$ cat src/rtl/hyperbus_arb_pkg.sv
// Shared definitions for the hyperbus request-port arbiter: one-hot FSM
// encoding, default watchdog length and a constant-safe clog2.
package hyperbus_arb_pkg;

    typedef enum logic [3:0] {
        ST_IDLE  = 4'b0001,
        ST_ISSUE = 4'b0010,
        ST_WAIT  = 4'b0100,
        ST_DONE  = 4'b1000
    } arb_state_e;

    localparam int DEFAULT_TIMEOUT = 1023;

    function automatic int clog2(input int value);
        int r;
        r = 0;
        while ((1 << r) < value) begin
            r = r + 1;
        end
        return r;
    endfunction

endpackage

$ cat src/rtl/hyperbus_rr_pick.sv
// Combinational round-robin picker: first set request bit strictly after
// last_grant, wrapping modulo NREQ.
module hyperbus_rr_pick #(
    parameter int NREQ = 2,
    parameter int IDXW = 1
) (
    input  logic [NREQ-1:0] req,
    input  logic [IDXW-1:0] last_grant,
    output logic [NREQ-1:0] grant,
    output logic [IDXW-1:0] grant_idx,
    output logic            any
);

    logic [IDXW-1:0] cand;

    always_comb begin
        grant     = '0;
        grant_idx = '0;
        any       = 1'b0;
        cand      = '0;
        for (int off = 1; off <= NREQ; off++) begin
            cand = IDXW'((int'(last_grant) + off) % NREQ);
            if (!any && req[cand]) begin
                any         = 1'b1;
                grant_idx   = cand;
                grant[cand] = 1'b1;
            end
        end
    end

endmodule

$ cat src/rtl/hyperbus_arbiter.sv
// Round-robin arbiter sharing one hyperbus_fifo request port between NREQ
// Wishbone-side requesters, one transaction at a time, with a wait watchdog.
module hyperbus_arbiter
    import hyperbus_arb_pkg::*;
#(
    parameter int NREQ           = 2,
    parameter int ADDR_WIDTH     = 32,
    parameter int DATA_WIDTH     = 32,
    parameter int TIMEOUT_CYCLES = DEFAULT_TIMEOUT
) (
    input  logic                       wb_clk,
    input  logic                       wb_rst,
    input  logic [NREQ-1:0]            req_i,
    input  logic [NREQ-1:0]            we_i,
    input  logic [NREQ*ADDR_WIDTH-1:0] adr_i,
    input  logic [NREQ*DATA_WIDTH-1:0] dat_i,
    output logic [NREQ-1:0]            gnt_o,
    output logic [NREQ-1:0]            ack_o,
    output logic [NREQ-1:0]            err_o,
    output logic [DATA_WIDTH-1:0]      dat_o,
    output logic                       busy_o,
    output logic                       rrq,
    output logic                       wrq,
    output logic [ADDR_WIDTH-1:0]      adr_o,
    output logic [DATA_WIDTH-1:0]      tx_dat_o,
    input  logic [DATA_WIDTH-1:0]      rx_dat_i,
    input  logic                       tx_ready,
    input  logic                       rx_valid,
    output logic [3:0]                 dbg_state
);

    // Handshake: req_i[i] is held until ack_o[i] or err_o[i]; rrq/wrq are
    // single-cycle strobes to the fifo, which answers with one rx_valid or
    // tx_ready strobe that is only honoured in WAIT for the matching direction.

    localparam int IDXW = (NREQ > 1) ? clog2(NREQ) : 1;
    localparam int CNTW = (TIMEOUT_CYCLES > 0) ? clog2(TIMEOUT_CYCLES + 1) : 1;
    localparam logic [CNTW-1:0] CNT_TERM = CNTW'(TIMEOUT_CYCLES);

    arb_state_e      state;
    logic [IDXW-1:0] last_grant;
    logic            owner_we;
    logic [IDXW-1:0] owner;
    logic [CNTW-1:0] wait_cnt;

    logic [NREQ-1:0] pick_gnt;
    logic [IDXW-1:0] pick_idx;
    logic            pick_any;

    hyperbus_rr_pick #(
        .NREQ (NREQ),
        .IDXW (IDXW)
    ) u_pick (
        .req        (req_i),
        .last_grant (last_grant),
        .grant      (pick_gnt),
        .grant_idx  (pick_idx),
        .any        (pick_any)
    );

    assign dbg_state = state;

    always_ff @(posedge wb_clk) begin
        if (wb_rst) begin
            state      <= ST_IDLE;
            last_grant <= IDXW'(NREQ - 1);
            owner      <= '0;
            owner_we   <= 1'b0;
            wait_cnt   <= '0;
            gnt_o      <= '0;
            ack_o      <= '0;
            err_o      <= '0;
            dat_o      <= '0;
            busy_o     <= 1'b0;
            rrq        <= 1'b0;
            wrq        <= 1'b0;
            adr_o      <= '0;
            tx_dat_o   <= '0;
        end else begin
            rrq   <= 1'b0;
            wrq   <= 1'b0;
            ack_o <= '0;
            err_o <= '0;
            case (state)
                ST_IDLE: begin
                    if (pick_any) begin
                        owner    <= pick_idx;
                        owner_we <= we_i[pick_idx];
                        adr_o    <= adr_i[pick_idx*ADDR_WIDTH +: ADDR_WIDTH];
                        tx_dat_o <= dat_i[pick_idx*DATA_WIDTH +: DATA_WIDTH];
                        gnt_o    <= pick_gnt;
                        busy_o   <= 1'b1;
                        state    <= ST_ISSUE;
                    end
                end
                ST_ISSUE: begin
                    rrq      <= !owner_we;
                    wrq      <= owner_we;
                    wait_cnt <= '0;
                    state    <= ST_WAIT;
                end
                ST_WAIT: begin
                    // Completion is tested first so it beats a same-cycle timeout.
                    if (owner_we ? tx_ready : rx_valid) begin
                        ack_o <= gnt_o;
                        if (!owner_we) begin
                            dat_o <= rx_dat_i;
                        end
                        state <= ST_DONE;
                    end else if (TIMEOUT_CYCLES != 0 && wait_cnt == CNT_TERM) begin
                        err_o <= gnt_o;
                        state <= ST_DONE;
                    end else if (wait_cnt != CNT_TERM) begin
                        wait_cnt <= wait_cnt + 1'b1;
                    end
                end
                ST_DONE: begin
                    gnt_o      <= '0;
                    last_grant <= owner;
                    busy_o     <= 1'b0;
                    state      <= ST_IDLE;
                end
                default: begin
                    gnt_o  <= '0;
                    busy_o <= 1'b0;
                    state  <= ST_IDLE;
                end
            endcase
        end
    end

endmodule

$ cat config.mk
export PLATFORM = sky130hd
export DESIGN_NAME = hyperbus_arbiter
export DESIGN_NICKNAME = d
export VERILOG_FILES = /design/src/rtl/hyperbus_arb_pkg.sv /design/src/rtl/hyperbus_rr_pick.sv /design/src/rtl/hyperbus_arbiter.sv
export SDC_FILE = /design/constraint.sdc
export NUM_CORES = 1
export LEC_CHECK = 0
export CORE_ASPECT_RATIO = 0.7
export CORE_MARGIN = 4
export CORE_UTILIZATION = 48
export CTS_BUF_LIST = sky130_fd_sc_hd__clkbuf_16
export DETAILED_ROUTE_END_ITERATION = 12
export DONT_BUFFER_PORTS = 1
export GPL_TIMING_DRIVEN = 0
export HOLD_SLACK_MARGIN = 0.1
export PLACE_DENSITY = 0.62
export SETUP_SLACK_MARGIN = 0.5
export SKIP_LAST_GASP = 1
export SLEW_MARGIN = 30
export SYNTH_ARGS = -nofsm -noshare
export SYNTH_HDL_FRONTEND = slang
export SYNTH_SLANG_ARGS = --single-unit
$ cat constraint.sdc
create_clock -name wb_clk -period 2.47 [get_ports wb_clk]
set_input_delay 0.6175 -clock wb_clk [delete_from_list [all_inputs] [get_ports wb_clk]]
set_output_delay 0.6175 -clock wb_clk [all_outputs]
set_load 0.005 [all_outputs]
==> impl_metrics.yaml <==
synth:
  synth_cell_types: 42
  ys_seq_elements: 122
  ys_seq_area_share_pct: 47.4
  synth_area_sq_um: 5150
  synthAdderAreaFrac_pct: 0.243
  synthesis.nets: 721
  yosys_warnings: 0
  synth_top_family_by_area: "compound AO/OA/AOI/OAI gates"
  synth-xor-area-share_pct: 0
  synth_area_per_cell_sq_um: 9.33
  synth_compound_area_share_pct: 18.1
  synth-simple-area-share_pct: 16.5
  synthCells: 552
  synthMuxAreaShare_pct: 12.8
power_and_ir_drop:
  powerDensity_nw_per_um2: 889
  peakVddDrop_v: 0.000477
  p_leak_nw: 2.10
cells_and_area:
  final_common_cell: "dfxtp_1"
  fillers: 930
  final_cell_area_sq_um: 5970
  n_antenna_cell: 0
  layout-area-overhead-vs-synth_pct: 16.0
  final_layout_size_suffix_gt1_share_pct: 16.0
  final_cell_mix: "dfxtp_1 (117), nor2_1 (74), nand2_1 (68), mux2i_1 (65)"
  final_nets: 742
clock_tree:
  clock_latency_ps: 400
  clk_pin_slew_ps: 60
  cts_sinks: 122
  htreeDepth: 4
  holdBufCountCts: 0
  clk_path_buf_depth: 2
  cts_buffers: 17
  cts-root-buf: "clkbuf_16"
  cts_tree: "yes"
run:
  maxCapViolCount: 0
floorplanning:
  num_rows: 31
  io_pins: 277
  die_y_um: 94.7
  die_w_um: 132
  initial_core_util_pct: 49.5
  dieArea_sq_um: 12500
  coreArea_sq_um: 10400
timing:
  period_share_pct: 76.4
  worst_pin_slew_ps: 697
  slew_violations: 0
  finalSetupTns_ps: 0
  final-setup-viol-count: 0
  max_slew_margin_pct: 53.5
  fmax_ghz: 0.530
  hold_viol: 0
  grt_setup_unrepaired: "yes"
  timing.clock.skew_ps: 7.92
  period_needed_ps: 1890
detailed_routing:
  vias_per_cell: 5.85
  drt-pass1-iter-count: 4
  vias: 4201
  wirelength_um: 14700
  drt_iter0_markers: 169
  routedWlPerCell_um: 20.4
  drtAntennaViolNets: 0
  drc: 0
critical_path:
  worstSetupPathType: "flop to flop"
  required_ps: 2790
  cp_max_fo: 10
  cp-start-kind: "flop"
  cp.arrival_ps: 2210
  end_kind: "flop"
placed_design:
  io_buffers: 0
  hpwl_um: 11200
  place.gp.congestion: 0.869
  place_area_sq_um: 5310
global_routing:
  antenna_found_initial: 0
  grt_max_degree: 17
  grt.overflow.total: 0
  track_usage_pct: 22.6
  grt_pass1_wl_um: 22400
  grt_pass1_vias: 4158
hold_path:
  worst_hold_path_type: "input port to flop"
status:
  outcome: "finished, final reports clean"
-- path summary, 6_finish.rpt --
path	startpoint	end	slack [ps]	cells after the start
min	rx_dat_i[20]	dat_o[20]$_SDFFE_PP0P_	350	2
max reg2reg	dbg_state[3]$_SDFFE_PP0P_	tx_dat_o[1]$_SDFFE_PP0P_	580	7
min reg2reg	owner$_SDFFE_PP0P_	last_grant$_SDFFE_PP1N_	460	1
max	dbg_state[3]$_SDFFE_PP0P_	tx_dat_o[1]$_SDFFE_PP0P_	580	7
-- metal layers --
| layer | vias to the layer above | track usage, % | routed length, um |
|---|---|---|---|
| li1 | 2014 | - | - |
| met1 | 2006 | 26.4 | 6070 |
| met2 | 169 | 38.1 | 7210 |
| met3 | 12 | 10.0 | 1270 |
| met4 | 0 | 6.73 | 105 |
| met5 | - | 0 | 0 |
-- power by group --
part           internal [mW]  leakage, nW  switching [mW]
Clock                   1.36        0.262           0.866
Sequential              2.17         1.00           0.183
Combinational          0.317        0.832           0.418
Total                   3.84         2.10            1.47
-- through the flow --
| step | hold WS [ps] | util, % | power (mW) | std cells | setup slack, ps |
|---|---|---|---|---|---|
| 6_report | 350 | 57.4 | 5.31 | 718 | 584 |
| 2_1_floorplan | 429 | - | 2.87 | 552 | 682 |
| 5_1_grt | 341 | 57.4 | 5.56 | 718 | 474 |
| 3_3_place_gp | 443 | 51.1 | 3.06 | 684 | 206 |
| 3_5_place_dp | 450 | 51.1 | 3.08 | 684 | 206 |
| 4_1_cts | 336 | 56.4 | 5.31 | 716 | 507 |
-- flip-flops by register name, summed over array words and instances, names as in the netlist --
signal and cells:
adr_o 32, dat_o 32, tx_dat_o 32, wait_cnt 10, dbg_state 4, ack_o 2, err_o 2, gnt_o 2
busy_o 1, last_grant 1, owner 1, owner_we 1, rrq 1, wrq 1
-- timing repair --
item | in CTS | in global routing
buffers inserted | 0 | 1
pin swaps | 0 | 2
resized for setup | 5 | 44
gates cloned | 0 | 1
endpoints found under the setup margin | 22 | 107
-- worst max-delay path, cell delays in order, from the launching register on --
cell	delay, ps
dfxtp_2	360
or4b_4	540
buf_6	150
nor2_4	200
buf_6	170
buf_6	140
nor2_1	50
a211oi_2	190
-- logic make-up after synthesis --
family,count (synthesis)
and+or+nand+nor,186
AOI/OAI and AO/OA,126
DFF,122
muxes,66
buffers and inverters,51
adders and majority gates,1
-- layout make-up --
class	instances	area, sq um	area share, %
clock inverters	15	113	1.89
multi-input cells	379	2500	41.9
flip-flops and latches	122	2450	41.0
inverters	3	11.3	0.189
well taps	132	165	2.77
repair buffers	2	18.8	0.314
clock buffers	17	425	7.12
plain buffers	48	289	4.84
-- synth_stat cells, drive strengths merged --
| cell | number | area, sq um |
|---|---|---|
| a211o | 1 | 8.76 |
| a211oi | 65 | 588 |
| a21boi | 1 | 7.51 |
| a21oi | 45 | 225 |
| a32oi | 1 | 8.76 |
| and2 | 2 | 12.5 |
| and3 | 2 | 12.5 |
| and4 | 2 | 17.5 |
| buf | 26 | 154 |
| clkbuf | 22 | 82.6 |
| dfxtp | 122 | 2440 |
| ha | 1 | 12.5 |
| inv | 3 | 11.3 |
| mux2i | 66 | 661 |
| nand2 | 68 | 255 |
| nand2b | 3 | 18.8 |
| nand3 | 6 | 30.0 |
| nand3b | 1 | 7.51 |
| nand4 | 4 | 25.0 |
| nand4b | 1 | 8.76 |
| nor2 | 75 | 289 |
| nor2b | 1 | 6.26 |
| nor3 | 4 | 20.0 |
| nor3b | 2 | 26.3 |
| nor4 | 2 | 12.5 |
| nor4b | 2 | 23.8 |
| o211ai | 2 | 15.0 |
| o21ai | 2 | 10.0 |
| o311ai | 1 | 8.76 |
| o31ai | 7 | 52.6 |
| o41ai | 1 | 8.76 |
| or3 | 3 | 18.8 |
| or4 | 5 | 37.5 |
| or4b | 3 | 30.0 |
Power figures use the tool's default switching activity.
